--- src/rtl/everloop_rx.sv ---
// everloop_rx: receive end of the everloop single-wire NRZ LED link.
// Measures high-pulse widths on the synchronized line, recovers bits MSB-first,
// assembles bytes and writes them out on an address/data_RGB/wr_en port.
// Optional build macro: EVERLOOP_RX_GLITCH_EN (high pulses shorter than 4 cycles
// are treated as line noise instead of decoding as 0 bits).
module everloop_rx #(
  parameter int unsigned HI_THRESH  = 28,
  parameter int unsigned MAX_HI     = 60,
  parameter int unsigned RST_CYCLES = 2500,
  parameter int unsigned NUM_BYTES  = 140,
  parameter int unsigned ADDR_W     = 8
) (
  input  logic              clk,
  input  logic              rst,
  input  logic              everloop_d,
  output logic [ADDR_W-1:0] address,
  output logic [7:0]        data_RGB,
  output logic              wr_en,
  output logic              frame_done,
  output logic              overflow,
  output logic              err
);

  localparam int unsigned HI_W = $clog2(MAX_HI + 2);
  localparam int unsigned LO_W = $clog2(RST_CYCLES + 1);

  typedef enum logic [1:0] {SYNC, IDLE, HIGH, LOW} state_t;

  state_t            state, state_n;
  logic              d_meta, d_s, d_s_q;
  logic [HI_W-1:0]   hi_cnt, hi_n;
  logic [LO_W-1:0]   lo_cnt, lo_n;
  logic [3:0]        bit_cnt, bit_n;
  logic [7:0]        shreg, sh_n;
  logic [ADDR_W-1:0] addr_n;
  logic [7:0]        data_n;
  logic              wr_n, fd_n, ovf_n, err_n;
  logic              rise_c, fall_c, bit_c, glitch_c;
  logic [LO_W-1:0]   lo_inc_c;

  assign rise_c   = d_s & ~d_s_q;
  assign fall_c   = ~d_s & d_s_q;
  assign bit_c    = (hi_cnt >= HI_W'(HI_THRESH));
  assign lo_inc_c = (lo_cnt >= LO_W'(RST_CYCLES)) ? lo_cnt : lo_cnt + LO_W'(1);

`ifdef EVERLOOP_RX_GLITCH_EN
  assign glitch_c = (hi_cnt < HI_W'(4));
`else
  assign glitch_c = 1'b0;
`endif

  // Synchronizer, edge-detect history, FSM state and all registered outputs
  always_ff @(posedge clk) begin
    if (rst) begin
      d_meta     <= 1'b0;
      d_s        <= 1'b0;
      d_s_q      <= 1'b0;
      state      <= SYNC;
      hi_cnt     <= '0;
      lo_cnt     <= '0;
      bit_cnt    <= '0;
      shreg      <= '0;
      address    <= '0;
      data_RGB   <= '0;
      wr_en      <= 1'b0;
      frame_done <= 1'b0;
      overflow   <= 1'b0;
      err        <= 1'b0;
    end else begin
      d_meta     <= everloop_d;
      d_s        <= d_meta;
      d_s_q      <= d_s;
      state      <= state_n;
      hi_cnt     <= hi_n;
      lo_cnt     <= lo_n;
      bit_cnt    <= bit_n;
      shreg      <= sh_n;
      address    <= addr_n;
      data_RGB   <= data_n;
      wr_en      <= wr_n;
      frame_done <= fd_n;
      overflow   <= ovf_n;
      err        <= err_n;
    end
  end

  // Next-state, pulse timing, byte assembly and write/end-of-frame decisions
  always_comb begin
    state_n = state;
    hi_n    = hi_cnt;
    lo_n    = lo_cnt;
    bit_n   = bit_cnt;
    sh_n    = shreg;
    addr_n  = address;
    data_n  = data_RGB;
    wr_n    = 1'b0;
    fd_n    = 1'b0;
    ovf_n   = overflow;
    err_n   = 1'b0;

    // Address advances the cycle after a write strobe; it never passes NUM_BYTES
    if (wr_en) begin
      addr_n = address + ADDR_W'(1);
    end

    // A completed byte is written one cycle after its last bit was shifted in
    if (bit_cnt == 4'd8) begin
      bit_n = '0;
      if (address == ADDR_W'(NUM_BYTES)) begin
        ovf_n = 1'b1;
      end else begin
        wr_n   = 1'b1;
        data_n = shreg;
      end
    end

    case (state)
      SYNC: begin
        if (d_s) begin
          lo_n = '0;
        end else if (lo_cnt >= LO_W'(RST_CYCLES - 1)) begin
          lo_n    = '0;
          state_n = IDLE;
        end else begin
          lo_n = lo_cnt + LO_W'(1);
        end
      end

      IDLE: begin
        if (rise_c) begin
          hi_n    = HI_W'(1);
          state_n = HIGH;
        end
      end

      HIGH: begin
`ifdef EVERLOOP_RX_GLITCH_EN
        lo_n = lo_inc_c;
`endif
        if (hi_cnt > HI_W'(MAX_HI)) begin
          err_n   = 1'b1;
          bit_n   = '0;
          sh_n    = '0;
          addr_n  = '0;
          lo_n    = '0;
          state_n = SYNC;
        end else if (fall_c && !glitch_c) begin
          sh_n    = {shreg[6:0], bit_c};
          bit_n   = bit_cnt + 4'd1;
          lo_n    = LO_W'(1);
          state_n = LOW;
        end else if (fall_c) begin
          state_n = LOW;
        end else begin
          hi_n = hi_cnt + HI_W'(1);
        end
      end

      LOW: begin
        lo_n = lo_inc_c;
        if (rise_c) begin
          hi_n    = HI_W'(1);
          state_n = HIGH;
        end else if (lo_cnt >= LO_W'(RST_CYCLES - 1)) begin
          err_n   = (bit_cnt != 4'd0);
          fd_n    = (address != '0);
          addr_n  = '0;
          ovf_n   = 1'b0;
          bit_n   = '0;
          sh_n    = '0;
          lo_n    = '0;
          state_n = IDLE;
        end
      end

      default: state_n = SYNC;
    endcase
  end

endmodule
--- config.mk ---
export PLATFORM = sky130hd
export DESIGN_NAME = everloop_rx
export DESIGN_NICKNAME = d
export VERILOG_FILES = /design/src/rtl/everloop_rx.sv
export SDC_FILE = /design/constraint.sdc
export NUM_CORES = 1
export LEC_CHECK = 0
export CELL_PAD_IN_SITES_DETAIL_PLACEMENT = 2
export CELL_PAD_IN_SITES_GLOBAL_PLACEMENT = 2
export CORE_MARGIN = 1.5
export CORE_UTILIZATION = 35
export CTS_CLUSTER_SIZE = 10
export DETAILED_ROUTE_END_ITERATION = 7
export HOLD_SLACK_MARGIN = 0.02
export PLACE_DENSITY = 0.87
export REMOVE_ABC_BUFFERS = 1
export SLEW_MARGIN = 10
export SYNTH_ARGS = -nofsm -noshare
export SYNTH_HDL_FRONTEND = slang
export SYNTH_SLANG_ARGS = --single-unit
--- constraint.sdc ---
create_clock -name clk -period 2.8 [get_ports clk]
set_input_delay 0.56 -clock clk [delete_from_list [all_inputs] [get_ports clk]]
set_output_delay 0.56 -clock clk [all_outputs]
set_load 0.05 [all_outputs]
==> impl_results.md, run 1 <==
* Status: finished, final reports clean
* Post-CTS Repair Setup Buffers at 0
* Die ar. at around 0.0082 mm2
* Die X at around 90 um
* RR Startpoint: lo_cnt[2]
* Clock slew at reported path FFs at about 0.10 ns
* # fillers at a little over 800
* DR WL/cell at 18.4 um
* Area grow syn2layout at 18.4%
* Grt total ovfl at 0
* PD cells at roughly 470 mW/mm2
* Crit path DAT at approximately 2.7 ns
* Clk Latency, worst-skew pair at ~0.31 ns
* Post-DP HPWL at between 5000 and 6000 um
* CTS tree: built
* WL met2 at ~4200 um
* Cell leakage power at about 1.2 nW
* Top Layer Used: met4
* Min-delay worst type: register to register
* Share of Yosys cell area claimed by the top area cell type at between 40 and 50%
* Ranking of synthesized cells by area: dfxtp_1 41%, ha_1 6.1%, nor2_1 5.1%
* RSZ-0062 raised after global routing: false
* Port bufs at 22
* R2R depth at 6
* Core region area at roughly 0.0073 mm2
* Max_cap viols at 0
* Peak supply drop at between 0.2 and 0.25 mV
* Final Net Count at about 350
* Post-synthesis register bit count at 55
* Residual DRC at 0
* Max Buffers Root-to-Sink at 2
* Number of DRC markers in iteration 0 at 72
* Clk_skew at about 0.0051 ns
* Worst setup SP type: register
* Pin count of the biggest net entering global routing at 32
* Routed metal-1 wirelength at around 3500 um
* Main flop type after synthesis: dfxtp_1
* Drt first pass iters at 4
* CP Max Fanout at 6
* # setup viols final at 0
* Clock tree root buffer cell: clkbuf_8
* RR Endpoint: lo_cnt[9]
* Met3 WL at 112 um
* Fmax at ~400 MHz
* DRT Wirelength at between 8000 and 9000 um
* Post-synth EDFFs at 0
* Initial core utilization at about 36%
* Most common cell in the netlist: dfxtp_1
* Rel. slew slack at a little under three fifths
* Vias/cell at between 5 and 6
* CP Capture Type: register
* GRT Util Overall at roughly 21%
* Count of pins over their slew limit at 0
* Synth cell count leaders: 55 x dfxtp_1, 36 x nor2_1, 32 x nand2_1
* First-pass GRT wire length at around 13000 um
* Yosys cell types at 53
* FP Rows at 31
* Mean Syn Cell Area at ~8.6 um2
* R2r setup slk at around 0.27 ns
* WP data required at approximately 3 ns
* Post-layout util at a little over two fifths
* Post-route clock period utilization at 90.3%
* Minimum clock period at 2.53 ns
* Share of cells above drive strength 1 at 6.53%
* Synth async-reset ratio at 0%
* Multi-input gate area at about 0.0015 mm2
* Seq/Total Area, Yosys at ~41%
* Final Hold Viols at 0
* Cell depth of the worst hold path at 1
* Worst hold endpoint: d_s
* Vias in the first global route at 2604
* Initial antenna violation count at 0
* Remaining antenna violation count at 0
* Via count at 2375
* Sequential Area at approximately 0.0011 mm2
* Final TNS setup at 0 ns
* Global placement routability congestion at just under 0.8
* Hold path startpoint: d_meta
* Number of antenna diodes at 0
* Total CTS buffers at 5
* Area leader, netlist: dfxtp_1
* Setup CP Type: register to register
* H-tree Lvls at 2
* Yosys warning count at 0
* Post-CTS sizing at 0
* Synth Instances at 309
* Post-Syn Area at roughly 0.0027 mm2
* # IOs at 23
* Die Height at 90.3 um
* Hold_buf cts at 0
* Worst-Margin Slew at 0.642 ns
* TritonCTS Sinks at 55
## final cells by class
| type | count | share of cell area, % |
|---|---|---|
| multi-input combinational | 232 | 46.8 |
| sequential | 55 | 34.9 |
| timing repair buffer | 29 | 8.64 |
| tap | 99 | 3.92 |
| clock buffer | 6 | 2.30 |
| clock inverter | 2 | 1.90 |
| inverter | 13 | 1.55 |
## routing by layer
layer  up-vias  GRT usage, %
met5         -             0
met4         0          6.48
met3         9          2.61
met2        26          38.4
met1      1196          24.5
li1       1144             -
## cells in the final DEF (no fill, tap or decap), drive strengths merged, types with 3 or more instances in the layout
| cell | count |
|---|---|
| a31oi | 3 |
| buf | 7 |
| nand2 | 32 |
| nand2b | 4 |
| clkdlybuf4s50 | 22 |
| a22o | 3 |
| xnor2 | 6 |
| inv | 13 |
| mux2i | 9 |
| xor2 | 9 |
| dfxtp | 55 |
| nor2 | 36 |
| nor3 | 4 |
| nand4 | 6 |
| ha | 13 |
| nand3 | 17 |
| o211ai | 3 |
| a21oi | 22 |
| nor2b | 6 |
| and3 | 7 |
| o21ai | 16 |
| clkbuf | 6 |
## state kept, by name (all words and copies together) (netlist names)
| register | count |
|---|---|
| frame_done | 1 |
| data_RGB | 8 |
| d_meta | 1 |
| d_s | 1 |
| wr_en | 1 |
| address | 8 |
| overflow | 1 |
| hi_cnt | 6 |
| state | 2 |
| shreg | 8 |
| lo_cnt | 12 |
| err | 1 |
| d_s_q | 1 |
| bit_cnt | 4 |
## worst max-delay path by stage
stage                         start    endpoint  slack, ns  depth (start not counted)
after floorplan           lo_cnt[2]  lo_cnt[11]       0.60                          6
after detailed placement  lo_cnt[3]   lo_cnt[9]       0.37                          6
after global routing      lo_cnt[3]   lo_cnt[9]       0.04                          6
final                     lo_cnt[2]   lo_cnt[9]       0.27                          6
after CTS                 lo_cnt[2]   lo_cnt[9]       0.23                          6
after global placement    lo_cnt[2]   lo_cnt[9]       0.53                          7
## through the flow
step / instance area, um2 / hold WS (ns) / setup slack [ns] / instances / power, mW
5_1_grt: 3160 / 0.487 / 0.0354 / 436 / 1.52
2_1_floorplan: 2630 / 0.414 / 0.603 / 300 / 0.834
6_report: 3160 / 0.463 / 0.271 / 436 / 1.47
3_3_place_gp: 3030 / 0.421 / 0.531 / 428 / 0.855
4_1_cts: 3160 / 0.469 / 0.230 / 436 / 1.49
3_5_place_dp: 3030 / 0.447 / 0.372 / 428 / 0.858
## logic make-up after synthesis
logic type | share of synthesized area [%]
compound gates | 18.1
buf+inv | 3.28
flops | 41.3
fa+ha+maj | 6.10
xor+xnor | 4.93
simple gates | 22.5
mux | 3.80
## critical path, cell delays in order (launching register included)
cell and delay, ns:
dfxtp_1 0.36, or4_4 0.57, a22oi_1 0.47, o2111ai_2 0.28, a21boi_1 0.48, nand3_1 0.14
o311ai_1 0.12
## power breakdown
part | switching [mW] | internal [mW] | leakage (nW) | total, mW
Sequential | 0.00634 | 0.787 | 0.444 | 0.793
Combinational | 0.0308 | 0.0158 | 0.677 | 0.0467
Clock | 0.274 | 0.358 | 0.0654 | 0.631
Total | 0.311 | 1.16 | 1.19 | 1.47
Note: power is estimated with default switching activity, not from simulation.
==> inputs of run 2 (changes only) <==
--- a/config.mk
+++ b/config.mk
@@ -8,13 +8,14 @@
 export CELL_PAD_IN_SITES_DETAIL_PLACEMENT = 2
 export CELL_PAD_IN_SITES_GLOBAL_PLACEMENT = 2
 export CORE_MARGIN = 1.5
-export CORE_UTILIZATION = 35
+export CORE_UTILIZATION = 32
 export CTS_CLUSTER_SIZE = 10
 export DETAILED_ROUTE_END_ITERATION = 7
 export HOLD_SLACK_MARGIN = 0.02
-export PLACE_DENSITY = 0.87
+export PLACE_DENSITY = 0.84
 export REMOVE_ABC_BUFFERS = 1
-export SLEW_MARGIN = 10
+export SLEW_MARGIN = 20
 export SYNTH_ARGS = -nofsm -noshare
 export SYNTH_HDL_FRONTEND = slang
 export SYNTH_SLANG_ARGS = --single-unit
+export TNS_END_PERCENT = 50
==> constraint.sdc (replaced) <==
create_clock -name clk -period 2.3 [get_ports clk]
set_input_delay 0.46 -clock clk [delete_from_list [all_inputs] [get_ports clk]]
set_output_delay 0.46 -clock clk [all_outputs]
set_load 0.05 [all_outputs]
==> run 2 against run 1 <==
  * Die area grew 9.1%
  * Maximum frequency grew 13%
  * Global-route usage shrank 1.8 points
  * Worst setup slack worse by 0.21 ns
==> impl_results.md, run 2 (synthesis results as in run 1) <==
* TritonCTS Sinks at 55
* Vias/cell at roughly 5.3
* Share of cells above drive strength 1 at between 10% and 20%
* Max_cap viols at 0
* Initial core utilization at 32.8%
* Sequential Area at about 0.0011 mm2
* Residual DRC at 0
* Largest register by flop count: lo_cnt
* Final cell count without fillers at about 460
* FP Rows at 33
* Core region area at about 0.0081 mm2
* Clock share of power at a little over a third
* Fmax at ~450 MHz
* # fillers at ~900
* Clk Latency, worst-skew pair at 0.32 ns
* First-pass GRT wire length at around 13000 um
* DR WL/cell at between 15 and 20 um
* WP data required at 2.53 ns
* R2r setup slk at around 0.062 ns
* RR Endpoint: lo_cnt[9]
* Final Net Count at around 370
* Max Buffers Root-to-Sink at 2
* Via count at 2411
* DP Worst Slack at -0.0166 ns
* Worst hold slack at about 0.46 ns
* Most common cell after layout, fill and taps aside: dfxtp_1
* Sw power at between 0.4 and 0.5 mW
* R2R depth at 6
* # setup viols final at 0
* Number of antenna diodes at 0
* Vias in the first global route at ~2.6k
* Die Height at 94.3 um
* CTS tree: built
* Cell depth of the worst hold path at 1
* Placed Instances at between 400 and 500
* Multi-input gate area at 0.00152 mm2
* CP startpoint: lo_cnt[2]
* Minimum clock period at around 2.2 ns
* Clk_skew at between 0.01 and 0.015 ns
* Total CTS buffers at 5
* Crit path DAT at 2.46 ns
* Post-route clock period utilization at a little over nine tenths
* Final Hold Viols at 0
* Clock slew at reported path FFs at ~0.11 ns
* Post-CTS Repair Setup Buffers at 0
* Initial antenna violation count at 0
* CP Capture Type: register
* Pint at 1.21 mW
* Peak supply drop at around 0.23 mV
* CP Max Fanout at 8
* Die ar. at 0.00889 mm2
* Area grow syn2layout at 22.7%
* # IOs at 23
* Max reg flops at 12
* Drt first pass iters at 4
* H-tree Lvls at 2
* Remaining antenna violation count at 0
* Min-delay worst type: register to register
* Setup CP Type: register to register
* GRT Util Overall at 18.9%
* Hold path startpoint: d_meta
* Clock tree root buffer cell: clkbuf_8
* PD cells at 491 mW/mm2
* Pin count of the biggest net entering global routing at 32
* Rel. slew slack at slightly above 60%
* Critical-path top delay cell: or4_4
* Cells along the critical path: or4_4, o311ai_4, buf_6, nand4b_1, a21bo_4, o311ai_1
* Worst Slack Setup Final at about 0.062 ns
* Worst-Margin Slew at slightly below 0.6 ns
* Worst hold endpoint: d_s
* DRT Wirelength at between 7000 and 8000 um
* Switching portion of total power at approximately a quarter
* Die X at 94.3 um
* Count of pins over their slew limit at 0
* CP max stage delay at approximately 0.56 ns
* Sequential Power Share at 60.0%
* Cell leakage power at around 1.2 nW
* Number of DRC markers in iteration 0 at 54
* Grt total ovfl at 0
* Status: finished, final reports clean
* Port bufs at 22
* Worst setup SP type: register
* RR Startpoint: lo_cnt[2]
* Most frequent cells in the layout: 55 x dfxtp_1, 36 x nor2_1, 32 x nand2_1
* Post-DP HPWL at around 6100 um
* Combinational share of power at about 4.2%
* Global placement routability congestion at 0.835
run 2: power groups by stage:
stage | Clock [mW] | Sequential [mW] | Combinational (mW)
global route | 0.632 | 0.966 | 0.0736
CTS | 0.593 | 0.965 | 0.0671
finish | 0.576 | 0.964 | 0.0670
floorplan | 0 | 0.985 | 0.0305
detailed placement | 0 | 0.986 | 0.0649
global placement | 0 | 0.986 | 0.0617
run 2: area by class of cell:
type | count | share of cell area [%]
clock inverters | 3 | 0.726
clock buffers | 5 | 2.10
repair buffers | 43 | 11.7
well taps | 105 | 4.01
multi-input cells | 232 | 46.4
flip-flops and latches | 55 | 33.6
inverters | 13 | 1.49
run 2: stage by stage:
step | area (um2) | utilization (%) | total power, mW | TNS (ns)
final | 3270 | 40.2 | 1.61 | 0
after global routing | 3270 | 40.2 | 1.67 | -0.00395
after CTS | 3250 | 40.0 | 1.62 | 0
after detailed placement | 3140 | 38.6 | 1.05 | -0.0443
after global placement | 3140 | 38.6 | 1.05 | 0
after floorplan | 2630 | - | 1.02 | 0
run 2: per-layer routing:
metal  part of all wire, %  routed length [um]  up-vias  GRT usage [%]
li1                      -                   -     1171              -
met1                    43                3370     1206           21.7
met4                   1.5                 115        0           5.85
met2                    54                4270       25           35.9
met3                   1.8                 143        9           2.43
met5                     0                   0        -              0
run 2: worst max-delay path by stage:
stage,slack [ns],cells after the start,endpoint
2_1_floorplan,0.10,6,lo_cnt[11]
3_5_place_dp,-0.02,5,lo_cnt[9]
4_1_cts,0.007,7,lo_cnt[5]
6_report,0.06,6,lo_cnt[9]
5_1_grt,-0.004,6,lo_cnt[9]
3_3_place_gp,0.05,6,lo_cnt[11]
run 2: what timing repair did:
action,4_1_cts,5_1_grt
hold buffers,0,0
setup endpoints to repair,4,5
pin swaps,0,2
gates resized for setup,3,3
run 2: worst max-delay path, delay by kind of cell (launching register included):
family / cells / cell delay (ns)
AOI/OAI and AO/OA: 3 / 0.87
buffers and inverters: 1 / 0.18
DFF: 1 / 0.34
and+or+nand+nor: 2 / 0.75
==> RTL edit: new RTL, settings of run 2 <==
The option `EVERLOOP_RX_GLITCH_EN` is turned on by a define.
--- a/src/rtl/everloop_rx.sv
+++ b/src/rtl/everloop_rx.sv
@@ -5,2 +5,4 @@
 // are treated as line noise instead of decoding as 0 bits).
+`define EVERLOOP_RX_GLITCH_EN
+
 module everloop_rx #(
Formal check against the unedited RTL: same outputs for any inputs over 10 cycles, from zero or initial values and one cycle with rst high; that may be too few to reach the edited logic, so the function may still have changed.
==> RTL edit against run 2 <==
Synthesized area increased by 9.5%. Fmax rose by 2.8%. Setup slack improved by 0.060 ns. Cell area increased by 4.3%. Wire length grew 11%. Non-clock buffer count shrank 2. Sequential cell count stayed put. Total power increased by 1.7%. Largest power group unchanged. Highest routed layer unchanged.
==> RTL edit: results (changes against run 2) <==
stage;metric;value;unit;change
route;initial drt markers;92;;was 54
pwr;worst vdd ir;0.000250;V;was 0.000226 V
cells_and_area;Total Nets Final;376;;was 366
logic_synthesis;largest cells by area after synthesis;dfxtp_1 (38%), nor3_1 (3.9%), ha_1 (3.4%), mux2i_1 (3.4%), xor2_1 (3.3%);;was dfxtp_1 (41%), ha_1 (6.1%), nor2_1 (5.1%), nand2_1 (4.5%), a21oi_1 (4.1%)
critical_path;launching point of the worst reg2reg path;lo_cnt[0]$_SDFFE_PP0P_;;was lo_cnt[2]$_SDFFE_PP0P_
global_route;GRT Total Usage;19.3;%;was 18.9%
placed_design;GPL Wtd Cong;0.778;;was 0.835
run_status;status;finished, final reports clean;;unchanged
critical_path;Worst Setup EP;shreg[2]$_SDFFE_PP0P_;;was lo_cnt[9]$_SDFFE_PP0P_
critical_path;critical path arrival;2.39;ns;was 2.46 ns
sta;Final Skew;0.00784;ns;was 0.0107 ns
sta;Worst slew margin;48.7;%;was 60.4%
critical_path;CP max-delay cell;dfxtp_1;;was or4_4
logic_synthesis;XOR/XNOR Fraction of Synth Area;4.80;%;was 4.92%
logic_synthesis;post-synthesis mux area share;3.81;%;was 3.80%
placed_design;DP Wirelength;6.41;mm;was 6.06 mm
logic_synthesis;compound-gate portion of the synthesized area;21.2;%;was 18.1%
critical_path;Reg-to-Reg End;shreg[2]$_SDFFE_PP0P_;;was lo_cnt[9]$_SDFFE_PP0P_
critical_path;worst r2r path cells;6;;unchanged
logic_synthesis;Yosys warning count;0;;unchanged
route;WL/cell;18.5;um;was 17.3 um
global_route;global-route wire length before repair;15.0;mm;was 13.1 mm
logic_synthesis;library cells used by synthesis;60;;was 53
cells_and_area;share of cells above drive strength 1;13.1;%;was 11.1%
placed_design;pre-CTS setup slack;0.0736;ns;was -0.0166 ns
sta;Final min period;2.18;ns;was 2.24 ns
logic_synthesis;top post-synthesis cells by count;dfxtp_1 (55), nor2_1 (24), nor3_1 (23), nand2_1 (21), nand3_1 (16);;was dfxtp_1 (55), nor2_1 (36), nand2_1 (32), a21oi_1 (22), nand3_1 (17)
logic_synthesis;sequential area share after synthesis;37.7;%;was 41.3%
critical_path;max incr delay on CP;0.46;ns;was 0.56 ns
logic_synthesis;Synth Area in Adders;3.43;%;was 6.10%
cells_and_area;register with the most flip-flops;lo_cnt;;unchanged
critical_path;CP Max Fanout;9;;was 8
global_route;number of global-route vias before repair;2942;;was 2615
critical_path;reg-to-reg slack, setup;0.12;ns;was 0.06 ns
clocking;clk_lat worst skew;0.32;ns;about the same
RTL edit: final cells by class:
cell class | count | area, um2
clock buffer | 5 | 68.8
inverter | 15 | 56.3
timing repair buffer | 41 | 358
multi-input combinational | 247 | 1670
tap | 108 | 135
clock inverter | 3 | 27.5
sequential | 55 | 1100
fill | 1025 | 5350
RTL edit: cell families (layout without fill, tap and decap cells):
group	count (synthesis)	in the layout
xor+xnor	16	16
buf+inv	33	64
compound gates	81	81
fa+ha+maj	8	8
flops	55	55
simple gates	131	131
mux	11	11
RTL edit: per-stage QoR:
stage	power (mW)	cells	util [%]	instance area, um2	hold slack (ns)
3_5_place_dp	1.06	466	37.8	3310	0.451
6_report	1.63	474	39.0	3410	0.464
5_1_grt	1.71	474	39.0	3410	0.476
2_1_floorplan	1.02	317	-	2820	0.414
4_1_cts	1.65	474	38.9	3410	0.468
3_3_place_gp	1.05	466	37.8	3310	0.424
RTL edit: layer usage:
| metal | vias to the layer above | part of all wire, % | track usage [%] |
|---|---|---|---|
| met5 | - | 0 | 0 |
| met4 | 0 | 1.2 | 4.33 |
| li1 | 1284 | - | - |
| met2 | 40 | 52 | 34.8 |
| met1 | 1351 | 45 | 24.2 |
| met3 | 9 | 1.8 | 2.91 |
RTL edit: what timing repair did:
| item | in CTS | in global routing |
|---|---|---|
| hold buffers | 0 | 0 |
| hold endpoints to repair | 0 | 0 |
| endpoints found under the setup margin | 0 | 6 |
| resized for setup | 0 | 2 |
RTL edit: where the power goes:
| part | internal [mW] | switching (mW) | leakage, nW |
|---|---|---|---|
| clock | 0.225 | 0.372 | 0.0463 |
| combinational | 0.0253 | 0.0425 | 0.713 |
| sequential | 0.959 | 0.0111 | 0.444 |
| total | 1.21 | 0.425 | 1.20 |
